$ cat src/rtl/hex_led_scan_ctrl_if.sv
// Display-value write port: two requesters, each with a valid/ready handshake.
interface hex_led_scan_ctrl_if;
   logic [31:0] req0_data;
   logic        req0_valid;
   logic        req0_ready;
   logic [31:0] req1_data;
   logic        req1_valid;
   logic        req1_ready;

   modport master (
      output req0_data, req0_valid, req1_data, req1_valid,
      input  req0_ready, req1_ready
   );

   modport slave (
      input  req0_data, req0_valid, req1_data, req1_valid,
      output req0_ready, req1_ready
   );
endinterface

$ cat src/rtl/hex_led_scan_ctrl.sv
// 8-digit multiplexed 7-segment driver with round-robin arbitration of two writers.
// Optional HEX_LED_ZERO_BLANK_EN enables leading-zero suppression on digits 1..7.
module hex_led_scan_ctrl #(
   parameter int SCAN_DIV       = 50000,
   parameter int BLANK_CYC      = 500,
   parameter bit SEG_ACTIVE_LOW = 1'b1
) (
   input  logic                 clk,
   input  logic                 reset,
   hex_led_scan_ctrl_if.slave   req,
   output logic [31:0]          shown_data,
   output logic                 owner,
   output logic [7:0]           seg,
   output logic [7:0]           dig
);

   localparam int CNT_MAX = (SCAN_DIV > BLANK_CYC) ? SCAN_DIV : BLANK_CYC;
   localparam int CW      = $clog2(CNT_MAX);
   localparam logic [CW-1:0] SHOW_LAST  = CW'(SCAN_DIV - 1);
   localparam logic [CW-1:0] BLANK_LAST = CW'(BLANK_CYC - 1);
   // XOR mask that maps active-high internal levels onto pin polarity
   localparam logic [7:0] PIN_MASK = SEG_ACTIVE_LOW ? 8'hFF : 8'h00;

   typedef enum logic {ST_BLANK, ST_SHOW} state_t;

   state_t        state, state_nxt;
   logic [CW-1:0] cnt, cnt_nxt;
   logic [2:0]    idx, idx_nxt;
   logic          last_grant;
   logic          grant0, grant1;
   logic [3:0]    nibble;
   logic [7:0]    seg_raw, dig_raw;

   function automatic logic [6:0] decode(input logic [3:0] n);
      case (n)
         4'h0: decode = 7'h3F;  4'h1: decode = 7'h06;
         4'h2: decode = 7'h5B;  4'h3: decode = 7'h4F;
         4'h4: decode = 7'h66;  4'h5: decode = 7'h6D;
         4'h6: decode = 7'h7D;  4'h7: decode = 7'h07;
         4'h8: decode = 7'h7F;  4'h9: decode = 7'h6F;
         4'hA: decode = 7'h77;  4'hB: decode = 7'h7C;
         4'hC: decode = 7'h39;  4'hD: decode = 7'h5E;
         4'hE: decode = 7'h79;  default: decode = 7'h71;
      endcase
   endfunction

   // On contention the requester that did not win last time is served
   always_comb begin
      grant0 = req.req0_valid && (!req.req1_valid || last_grant);
      grant1 = req.req1_valid && (!req.req0_valid || !last_grant);
   end

   assign req.req0_ready = grant0;
   assign req.req1_ready = grant1;

   always_ff @(posedge clk or negedge reset) begin
      if (!reset) begin
         shown_data <= '0;
         owner      <= 1'b0;
         last_grant <= 1'b1;
      end else if (grant0) begin
         shown_data <= req.req0_data;
         owner      <= 1'b0;
         last_grant <= 1'b0;
      end else if (grant1) begin
         shown_data <= req.req1_data;
         owner      <= 1'b1;
         last_grant <= 1'b1;
      end
   end

   always_ff @(posedge clk or negedge reset) begin
      if (!reset) begin
         state <= ST_BLANK;
         cnt   <= '0;
         idx   <= '0;
      end else begin
         state <= state_nxt;
         cnt   <= cnt_nxt;
         idx   <= idx_nxt;
      end
   end

   always_comb begin
      state_nxt = state;
      cnt_nxt   = cnt + 1'b1;
      idx_nxt   = idx;
      seg_raw   = '0;
      dig_raw   = '0;
      nibble    = shown_data[{idx, 2'b00} +: 4];
      case (state)
         ST_BLANK: begin
            if (cnt == BLANK_LAST) begin
               state_nxt = ST_SHOW;
               cnt_nxt   = '0;
            end
         end
         default: begin
            dig_raw = 8'd1 << idx;
            seg_raw = {1'b0, decode(nibble)};
`ifdef HEX_LED_ZERO_BLANK_EN
            // Digit 0 always shows so a zero value still displays "0"
            if (idx != 3'd0 && (shown_data >> {idx, 2'b00}) == 32'd0)
               seg_raw = '0;
`endif
            if (cnt == SHOW_LAST) begin
               state_nxt = ST_BLANK;
               cnt_nxt   = '0;
               idx_nxt   = idx + 3'd1;
            end
         end
      endcase
   end

   always_ff @(posedge clk or negedge reset) begin
      if (!reset) begin
         seg <= PIN_MASK;
         dig <= PIN_MASK;
      end else begin
         seg <= seg_raw ^ PIN_MASK;
         dig <= dig_raw ^ PIN_MASK;
      end
   end

endmodule

$ cat src/flat_wrapper.sv
// flat-port wrapper written by rule: the top's interface ports become plain ports
module hex_led_scan_ctrl_flat 
#(
   parameter int SCAN_DIV       = 50000,
   parameter int BLANK_CYC      = 500,
   parameter bit SEG_ACTIVE_LOW = 1'b1
)
  (clk, reset, shown_data, owner, seg, dig, req_req0_data, req_req0_valid, req_req1_data, req_req1_valid, req_req0_ready, req_req1_ready);
  hex_led_scan_ctrl_if req_i ();
  input  logic clk;
  input  logic reset;
  output logic [31:0] shown_data;
  output logic owner;
  output logic [7:0] seg;
  output logic [7:0] dig;
  input wire logic [$bits(req_i.req0_data)-1:0] req_req0_data;
  input wire logic [$bits(req_i.req0_valid)-1:0] req_req0_valid;
  input wire logic [$bits(req_i.req1_data)-1:0] req_req1_data;
  input wire logic [$bits(req_i.req1_valid)-1:0] req_req1_valid;
  output wire logic [$bits(req_i.req0_ready)-1:0] req_req0_ready;
  output wire logic [$bits(req_i.req1_ready)-1:0] req_req1_ready;
  assign req_i.req0_data = req_req0_data;
  assign req_i.req0_valid = req_req0_valid;
  assign req_i.req1_data = req_req1_data;
  assign req_i.req1_valid = req_req1_valid;
  assign req_req0_ready = req_i.req0_ready;
  assign req_req1_ready = req_i.req1_ready;
  hex_led_scan_ctrl #(.SCAN_DIV(SCAN_DIV), .BLANK_CYC(BLANK_CYC), .SEG_ACTIVE_LOW(SEG_ACTIVE_LOW)) u_core (.clk(clk), .reset(reset), .req(req_i), .shown_data(shown_data), .owner(owner), .seg(seg), .dig(dig));
endmodule
$ cat config.mk
export PLATFORM = sky130hd
export DESIGN_NAME = hex_led_scan_ctrl_flat
export DESIGN_NICKNAME = d
export VERILOG_FILES = /design/src/rtl/hex_led_scan_ctrl_if.sv /design/src/rtl/hex_led_scan_ctrl.sv /design/src/flat_wrapper.sv
export SDC_FILE = /design/constraint.sdc
export NUM_CORES = 1
export LEC_CHECK = 0
export BUFFER_PORTS_ARGS = -buffer_cell sky130_fd_sc_hd__buf_2
export CORE_ASPECT_RATIO = 0.8
export CORE_MARGIN = 2
export CORE_UTILIZATION = 46
export CTS_BUF_LIST = sky130_fd_sc_hd__clkbuf_16
export CTS_CLUSTER_SIZE = 12
export DETAILED_ROUTE_END_ITERATION = 8
export GPL_ROUTABILITY_DRIVEN = 0
export PLACE_DENSITY = 0.73
export SLEW_MARGIN = 10
export SYNTH_ARGS = -nofsm -noshare
export SYNTH_HDL_FRONTEND = slang
export SYNTH_SLANG_ARGS = --single-unit
$ cat constraint.sdc
create_clock -name clk -period 2.2 [get_ports clk]
set_clock_uncertainty 0.1 [all_clocks]
set_input_delay 0.33 -clock clk [delete_from_list [all_inputs] [get_ports clk]]
set_output_delay 0.33 -clock clk [all_outputs]
set_load 0.05 [all_outputs]
[Yosys cells after proc, flatten, opt, wreduce, memory -nomap -nowiden]
Memory sizes are Yosys's and may differ from the RTL's.
Cells that the tools add are included.
Word-level totals
  register bits: 70
  latch bits: 0
  memory bits (writable): 0
  ROM bits: 112
  bits of input ports: 68
  output and inout bits: 51
  logic and storage cells: 38
  memories kept: 1
Cells by class
  add/sub/neg operators: 2
  $mul: 0
  divide/modulo/power cells: 0
  $lt $le $gt $ge: 0
  equal/unequal tests: 2
  shift operators: 2
  mux-type cells: 12
  bitwise logic cells: 2
  reductions and logical operators: 9
Memory list
  (name not given): depth 16, bits a word 7, read ports 1, clocked after memory_dff 0, write ports 0, line hex_led_scan_ctrl.sv:35  | case (n)
Operators by type and width (number)
  $mux 32: 2
  $mux 16: 3
  $shiftx 32x6->4: 1
  $add 16x1->16 const B: 1
  $eq 16x16->1 const B: 1
  $eq 16x9->1 const B: 1
  $not 8->8: 2
  $mux 8: 1
  $shl 1x3->8 const A: 1
  $mux 7: 1
  $mux 1: 5
  $add 3x1->3 const B: 1
  $logic_not 1->1: 3
  $logic_and 1x1->1: 2
  $logic_or 1x1->1: 2
  $reduce_and 2->1: 1
  $reduce_bool 2->1: 1

[Depth between registers and ports, before layout]
Gate-level depths: netlist of run 1.
  word-level depth: 5
  gate-level depth with buffers: 8
  mapped depth without buffers: 7

[Least setup slack after synthesis of run 1]
Ideal clock, no wire load.
  path kind: input port to output port
  start point: input port req_req0_valid
  end point: output port req_req0_ready
  arrival time: 2017 ps
  data required time: 1770 ps
  path slack: -247 ps
  cell stages on the path: 3
  cells stage by stage: clkbuf_1 > clkbuf_1 > a21boi_0
On the way
  cells in the longest elaborated chain, start to end: 1
Ends and longest elaborated chain
  start: declaration: line flat_wrapper.sv:17  | input wire logic [$bits(req_i.req0_valid)-1:0] req_req0_valid;
  $logic_and 1x1->1: line hex_led_scan_ctrl.sv:49  | grant0 = req.req0_valid && (!req.req1_valid || last_grant);
  end: declaration: line flat_wrapper.sv:20  | output wire logic [$bits(req_i.req0_ready)-1:0] req_req0_ready;
Every way passes these cells.

[Worst setup path in the final report of run 1]
  start point: register u_core.idx[0]
  end point: register u_core.seg[0]
On the way
  cells in the longest elaborated chain, start to end: 4
Ends and longest elaborated chain
  start: declaration: line hex_led_scan_ctrl.sv:28  | logic [2:0] idx, idx_nxt;
  start signal: assignment: line hex_led_scan_ctrl.sv:80  | idx <= idx_nxt;
  $shiftx 32x6->4: line hex_led_scan_ctrl.sv:90  | nibble = shown_data[{idx, 2'b00} +: 4];
  $mem_v2 16x7
  $mux 7: line hex_led_scan_ctrl.sv:91  | case (state)
  $not 8->8 (no source line)
  end signal: assignment: line hex_led_scan_ctrl.sv:120  | seg <= seg_raw ^ PIN_MASK;
  end: declaration: line hex_led_scan_ctrl.sv:13  | output logic [7:0] seg,
Every way passes these cells.
A chain may end at the register's enable or synchronous reset.

==> results of run 1 <==
## power groups by stage
stage | sequential (mW) | combinational, mW | clock (mW)
final | 1.44 | 0.948 | 1.26
after global routing | 1.45 | 1.01 | 1.33
after CTS | 1.44 | 0.940 | 1.28
after detailed placement | 1.46 | 0.928 | 0
after global placement | 1.46 | 0.911 | 0
after floorplan | 1.72 | 0.375 | 0
## area by class of cell
class / instances / area [um2]
Multi-Input combinational cell: 262 / 1772
Clock inverter: 7 / 30.03
Fill cell: 690 / 3114
Clock buffer: 9 / 225.2
Sequential cell: 69 / 1747
Tap cell: 108 / 135.1
Inverter: 44 / 165.2
Timing Repair Buffer: 133 / 758.2
## cells in the mapped netlist (2+ instances only)
cell type | count | area, um2
dfrtp_1 | 53 | 1326
nor2_1 | 52 | 195.2
inv_1 | 44 | 165.2
a21oi_1 | 33 | 165.2
a31oi_1 | 33 | 206.5
o22ai_1 | 33 | 206.5
clkbuf_1 | 24 | 90.09
dfstp_2 | 16 | 420.4
nand2_1 | 15 | 56.30
ha_1 | 13 | 162.7
nand3_1 | 11 | 55.05
xnor2_1 | 10 | 87.58
mux2i_1 | 9 | 90.09
o21ai_0 | 5 | 25.02
xor2_1 | 5 | 43.79
mux2_2 | 4 | 45.04
mux4_2 | 4 | 90.09
nand4_1 | 4 | 25.02
and3_1 | 3 | 18.77
nor3_1 | 3 | 15.01
nor4_1 | 3 | 18.77
and4b_1 | 2 | 20.02
buf_4 | 2 | 15.01
buf_6 | 2 | 22.52
mux2i_4 | 2 | 45.04
mux4_1 | 2 | 52.55
nand2b_1 | 2 | 12.51
## tightest hold or removal path, stage by stage
cell and delay, ps:
buf_2 90, inv_1 50, a31oi_1 70
## registers in the layout (all words and copies together) (netlist names)
name and flops:
u_core.seg 7, u_core.state 1, u_core.owner 1, u_core.cnt 16, u_core.shown_data 32, u_core.idx 3, u_core.last_grant 1, u_core.dig 8
## cells by family after synthesis
| family | after synthesis | synth area share, % |
|---|---|---|
| mux | 21 | 8.520 |
| flops | 69 | 46.10 |
| other cells | 1 | 0.09898 |
| simple gates | 100 | 11.99 |
| xor+xnor | 15 | 3.467 |
| compound gates | 112 | 17.67 |
| buf+inv | 73 | 7.860 |
| fa+ha+maj | 13 | 4.293 |
## metal layers
| layer | global-route usage, % | routed length [um] | vias to the layer above |
|---|---|---|---|
| met4 | 7.152 | 163 | 0 |
| met1 | 30.48 | 4548 | 1568 |
| met2 | 36.30 | 4539 | 132 |
| met3 | 6.836 | 724 | 20 |
| met5 | 0 | 0 | - |
| li1 | - | - | 1652 |
## how the worst max path moves through the flow
stage / endpoint / cells past startpoint
2_1_floorplan: u_core.seg[4] / 8
3_3_place_gp: u_core.seg[3] / 7
3_5_place_dp: u_core.seg[3] / 7
4_1_cts: u_core.seg[0] / 8
5_1_grt: u_core.seg[4] / 8
6_report: u_core.seg[0] / 8
## repair_timing
item                                    CTS  global route
buffers inserted                          0             1
endpoints found under the setup margin    4             5
hold endpoints to repair                 53             0
gates resized for setup                   2             1
cloned                                    0             0
hold buffers                              1             0
## per-stage QoR
step / power (mW) / hold slack (ps) / std cells / cell area [um2] / utilization [%]
after floorplan: 2.091 / -65.59 / 404 / 3797 / -
after global placement: 2.375 / 281.0 / 614 / 4541 / 57.14
after detailed placement: 2.390 / 280.3 / 614 / 4541 / 57.14
after CTS: 3.659 / 160.4 / 631 / 4820 / 60.65
after global routing: 3.801 / 174.1 / 632 / 4832 / 60.81
final: 3.656 / 159.5 / 632 / 4832 / 60.81
==> flow_summary.ini, run 1 <==
[status]
outcome = finished with violations
violations = setup timing

[synth]
synth.avg_cell_area_um2 = 9.378
async_flop_share_pct = 100.0
synth_edf_count = 0
syn-num-nets = 485
yosys_warnings = 0
synth_seq_area_share_pct = 46.10
synth.distinct_cells = 42
synth_cells = 404
netlist_area_um2 = 3789
synth_ff_type = dfrtp_1
synth-seq-cells = 69

[detailed_routing]
firstDrtPassIters = 4
wirelength_mm = 9.976
drc = 0
ant_nets = 0
wl_per_cell_um = 15.78
viasPerCell = 5.335
num_vias = 3372
drt_iter0_drc = 170

[setup_path]
crit_required_ps = 2380
cp_data_arrival_time_ps = 2380
path_max_fanout = 6
r2r-start = u_core.idx[0]
critical_path.top_delay_family = multiplexers
path_cells = buf_12 > mux4_2 > mux2i_4 > buf_4 > ha_1 > mux2i_1 > mux2_2 > nand2_1
max_stage_delay_ps = 520
r2r-end = u_core.seg[0]
crit_path_start_kind = flip-flop
r2r_slack_ps = -0.8
crit_path_end_kind = flip-flop
crit_type = flip-flop to flip-flop
path_buf_inv = 2
startpoint = u_core.idx[0]
cp_slowest_cell = mux4_2
r2r_cells = 8

[die]
core_area_um2 = 7946
die_w_um = 105.5
initial_core_util_pct = 47.68
die_y_um = 85.17
rows = 29
die_area_um2 = 8982
ios = 119

[clocking]
cts_buffers = 9
clkTransAtPathRegs_ps = 50
clk_latency_ps = 340
clkSinkCount = 69
cts_buffer_depth = 2
cts_root_buf = clkbuf_16
cts_tree = done
ctsHtreeMaxLevel = 3

[placed_design]
place_ws_ps = -44.54
dp.final_hpwl_mm = 6.925
port_buffers = 117

[pwr]
p_per_area_nw_per_um2 = 756.5
clkPwrFrac_pct = 34.6
peakVddDrop_mv = 0.4481
power.leakage_nw = 2.265
seqPwrFrac_pct = 39.5
comb_power_share_pct = 25.9
internal_power_mw = 2.398
switching_share_pct = 34.39
p_sw_mw = 1.257

[hold_path]
min_path_type = input port to flip-flop
min_path_cells = 3
hold_end = u_core.shown_data[20]
hold_path_startpoint = req_req0_data[20]

[cells_and_area]
nets = 600
layout-drive-gt1-share_pct = 33.59
layout_commonest_cell = buf_2
layout_common_cells = buf_2 (117), dfrtp_1 (53), nor2_1 (51)
diodes = 0
area_growth_pct = 27.54

[grt]
overflow = 0
grt_max_degree = 99
track_usage_pct = 22.90
grt_pass1_wl_mm = 15.94
grt_pass1_vias = 3211
antenna_found_initial = 0

[timing]
rsz0062_at_grt = yes
setup-violations-final = 1
period_share_pct = 100.0
tns_ps = -0.7698
finalWorstSetupSlack_ps = -0.7698
drv_slew = 0
fmax_mhz = 454.4
fin_crit_ps = 2201
hold_viol_final = 0

[job]
maxCapViolations = 0
Note: power is estimated with default switching activity, not from simulation.
==> run 2, diff against run 1 <==
CORE_UTILIZATION = 35   (was 46)
PLACE_DENSITY = 0.58   (was 0.73)
==> flow_summary.ini, run 2 (synthesized netlist as in run 1, its figures left out) <==
[die]
die_y_um = 97.06
initial_core_util_pct = 36.41
rows = 33
die_area_um2 = 11680
ios = 119
die_w_um = 120.3
core_area_um2 = 10410

[pwr]
p_per_area_nw_per_um2 = 769.2
peakVddDrop_mv = 0.3234
power.leakage_nw = 2.325

[detailed_routing]
num_vias = 3444
ant_nets = 0
wirelength_mm = 10.49
drc = 0
drt_iter0_drc = 181
firstDrtPassIters = 4
wl_per_cell_um = 15.52
viasPerCell = 5.095

[setup_path]
crit_path_end_kind = flip-flop
crit_required_ps = 2360
path_buf_inv = 1
path_cells = buf_6 > mux4_2 > mux2i_4 > ha_1 > nor3_1 > a211oi_1 > a21oi_1
cp_slowest_cell = mux4_2
max_stage_delay_ps = 530
crit_path_start_kind = flip-flop
path_max_fanout = 5
cp_data_arrival_time_ps = 2380
crit_type = flip-flop to flip-flop
critical_path.top_delay_family = multiplexers

[cells_and_area]
nets = 612
regArea_um2 = 1747
layout_commonest_cell = buf_2
diodes = 0
layout_common_cells = buf_2 (117), dfrtp_1 (53), nor2_1 (51)
area_growth_pct = 31.90
largest_register_ffs = 32
utilization_pct = 48.03
layout-drive-gt1-share_pct = 35.63
multi_input_area_um2 = 1777
top_register = u_core.shown_data
top_regs = u_core.shown_data (32), u_core.cnt (16), u_core.dig (8)
final.fill_count = 1010

[clocking]
ctsHtreeMaxLevel = 3
clkSinkCount = 69
clkTransAtPathRegs_ps = 60
cts_buffers = 9
cts_root_buf = clkbuf_16
clk_latency_ps = 340
cts_buffer_depth = 2
cts_tree = done

[status]
outcome = finished with violations
violations = setup timing

[hold_path]
min_path_type = input port to flip-flop

[timing]
worst_pin_slew_ps = 524.7
hold_viol_final = 0
finalWorstSetupSlack_ps = -26.81
fmax_mhz = 449.1
setup-violations-final = 3
fin_crit_ps = 2227
drv_slew = 0
rsz0062_at_grt = yes
tns_ps = -62.56
max_slew_margin_pct = 65.02
period_share_pct = 101.2

[placed_design]
port_buffers = 117
dp.final_hpwl_mm = 7.667

[grt]
grt_max_degree = 70
track_usage_pct = 18.95
grt_pass1_wl_mm = 17.48
grt_pass1_vias = 3443
overflow = 0
antenna_found_initial = 0

[job]
maxCapViolations = 0
==> run 2: worst paths after layout <==
check / start / end / slack, ps / cells after the start
max: u_core.idx[0] / u_core.seg[3] / -30 / 7
max in group asynchronous: reset / u_core.seg[2] / 1220 / 3
max reg2reg: u_core.idx[0] / u_core.seg[3] / -30 / 7
min: req_req0_data[15] / u_core.shown_data[15] / 170 / 3
min reg2reg: u_core.cnt[0] / u_core.cnt[0] / 360 / 1
min in group asynchronous: reset / u_core.cnt[11] / 470 / 3
==> run 2: what timing repair did <==
item | in CTS | in global routing
setup buffers | 5 | 3
endpoints found under the setup margin | 5 | 5
pin swaps | 0 | 1
resized for setup | 4 | 2
hold buffers | 1 | 0
endpoints found under the hold margin | 53 | 0
==> run 2: layout make-up <==
type                       instances  area share [%]
clock inverter                     7           1.477
tap                              140           3.505
clock buffer                       9           4.507
multi-input combinational        262           35.55
sequential                        69           34.95
timing repair buffer             145           16.70
inverter                          44           3.305
==> run 2: worst min-delay path, cell delays in order <==
cell and delay, ps:
buf_2 90, inv_1 60, a31oi_1 80
==> run 2: stage by stage <==
| stage | hold slack, ps | setup slack (ps) | instances | instance area, um2 | power [mW] |
|---|---|---|---|---|---|
| 2_1_floorplan | -65.59 | -64.39 | 404 | 3797 | 2.091 |
| 3_3_place_gp | 283.9 | 20.02 | 651 | 4581 | 2.385 |
| 3_5_place_dp | 283.7 | -70.18 | 651 | 4581 | 2.398 |
| 4_1_cts | 157.4 | 23.99 | 673 | 4967 | 3.874 |
| 5_1_grt | 166.9 | -130.6 | 676 | 4997 | 4.028 |
| 6_report | 166.4 | -26.81 | 676 | 4997 | 3.844 |
==> run 2: power by group <==
group	leakage [nW]	internal (mW)	total, mW	switching, mW
logic	1.37	0.318	0.962	0.644
registers	0.808	1.36	1.45	0.0979
clock network	0.146	0.880	1.43	0.547
total	2.32	2.55	3.84	1.29
==> run 2: layer usage <==
layer  up-vias  global-route usage, %  part of all wire [%]
li1       1678                      -                     -
met3        16                  4.871                   5.7
met4         0                  6.440                   1.6
met5         -                      0                     0
met1      1643                  25.96                    47
met2       107                  29.24                    46
==> run 3, diff against run 2 <==
CORE_MARGIN = default   (was 2)
CTS_BUF_LIST = sky130_fd_sc_hd__clkbuf_4   (was sky130_fd_sc_hd__clkbuf_16)
PLACE_DENSITY = 0.55   (was 0.58)
clock period = 2.3 ns   (was 2.2 ns; I/O delays follow)
==> flow_summary.ini, run 3 (synthesized netlist as in run 1, its figures left out) <==
[detailed_routing]
drt_iter0_drc = 138
firstDrtPassIters = 4
wl_per_cell_um = 14.96
wirelength_mm = 9.995
ant_nets = 0
drc = 0
viasPerCell = 4.990
num_vias = 3333

[cells_and_area]
top_register = u_core.shown_data
layout_common_cells = buf_2 (117), dfrtp_1 (52), nor2_1 (51)
regArea_um2 = 1748
final.fill_count = 1066
area_growth_pct = 25.40
postLayoutCellArea_um2 = 4751
largest_register_ffs = 32
top_regs = u_core.shown_data (32), u_core.cnt (16), u_core.dig (8)
layout_commonest_cell = buf_2
diodes = 0
layout-drive-gt1-share_pct = 34.47
multi_input_area_um2 = 1754
nets = 604
fin_cells = 668

[grt]
grt_pass1_vias = 3080
antenna_found_initial = 0
grt_max_degree = 70
grt_pass1_wl_mm = 15.70
overflow = 0
track_usage_pct = 18.18

[setup_path]
path_buf_inv = 1
cp_num_cells = 7
crit_type = flip-flop to flip-flop
path_cells = mux4_2 > mux2i_1 > buf_4 > ha_1 > nor3_2 > a211oi_1 > a21oi_1
crit_path_end_kind = flip-flop
critical_path.top_delay_family = multiplexers
max_stage_delay_ps = 530
crit_path_start_kind = flip-flop
cp_data_arrival_time_ps = 2420
path_max_fanout = 7
cp_slowest_cell = mux4_2
crit_required_ps = 2550
r2r_cells = 7

[clocking]
cts_buffer_depth = 2
cts_buffers = 9
cts_root_buf = clkbuf_4
ctsHtreeMaxLevel = 3
cts_tree = done
clk_latency_ps = 420
clkTransAtPathRegs_ps = 120
clkSinkCount = 69

[status]
outcome = finished, final reports clean

[timing]
finalWorstSetupSlack_ps = 129.9
drv_slew = 0
fin_crit_ps = 2170
setup-violations-final = 0
tns_ps = 0
hold_viol_final = 0
period_share_pct = 94.35
fmax_mhz = 460.8

[die]
rows = 33
die_area_um2 = 11250
die_w_um = 118.3
ios = 119
die_y_um = 95.06
initial_core_util_pct = 36.41
core_area_um2 = 10410

[placed_design]
dp.final_hpwl_mm = 7.425
port_buffers = 117
place_ws_ps = -94.27
place_area_um2 = 4574
dp.cells = 649

[job]
maxCapViolations = 0

[hold_path]
min_path_type = input port to flip-flop
min_path_cells = 3

[pwr]
peakVddDrop_mv = 0.3552
power.leakage_nw = 2.206
p_per_area_nw_per_um2 = 641.5
run 3: changes by cell type in the layout (fill, tap and decap cells not counted), sizes merged:
cell / before / now
buf: 144 / 136
run 3: final timing paths:
check / start / to / slack (ps)
min reg2reg: u_core.cnt[0] / u_core.cnt[0] / 370
min: req_req0_data[18] / u_core.shown_data[18] / 80
max in group asynchronous: reset / u_core.dig[0] / 1400
max reg2reg: u_core.idx[0] / u_core.seg[3] / 130
max: u_core.idx[0] / u_core.seg[3] / 130
min in group asynchronous: reset / u_core.owner / 350
run 3: cell type report:
| class | instances | share of cell area, % |
|---|---|---|
| timing repair buffer | 137 | 16.33 |
| clock buffer | 9 | 1.422 |
| inverter | 44 | 3.476 |
| sequential | 69 | 36.79 |
| multi-input combinational | 262 | 36.92 |
| tap | 140 | 3.687 |
| clock inverter | 7 | 1.370 |
run 3: worst reg2reg max path: stages, from the launching register on:
cell      delay, ps
dfrtp_2         470
mux4_2          530
mux2i_1         160
buf_4           170
ha_1            250
nor3_2          200
a211oi_1         90
a21oi_1         150
run 3: metal layers:
metal	part of all wire [%]	track usage [%]	vias to the layer above
met5	0	0	-
met4	1.1	5.556	0
met3	6.1	5.323	6
met2	44	27.50	104
met1	48	25.16	1562
li1	-	-	1661
run 3: repair_timing:
item	4_1_cts	5_1_grt
setup buffers	0	2
endpoints found under the hold margin	53	0
cloned	0	0
pin swaps	0	1
resized for setup	1	1
hold buffers	1	0
endpoints found under the setup margin	3	3
run 3: metrics by stage:
step	util (%)	hold WS, ps	total power [mW]
2_1_floorplan	-	-50.59	1.999
3_3_place_gp	43.96	293.1	2.282
3_5_place_dp	43.96	292.0	2.289
4_1_cts	45.35	52.23	3.072
5_1_grt	45.66	57.87	3.206
6_report	45.66	84.06	3.048
run 3: where the power goes:
part	total [mW]	internal, mW	switching (mW)
combinational	0.892	0.290	0.602
sequential	1.39	1.30	0.0910
clock	0.769	0.325	0.444
total	3.05	1.91	1.14
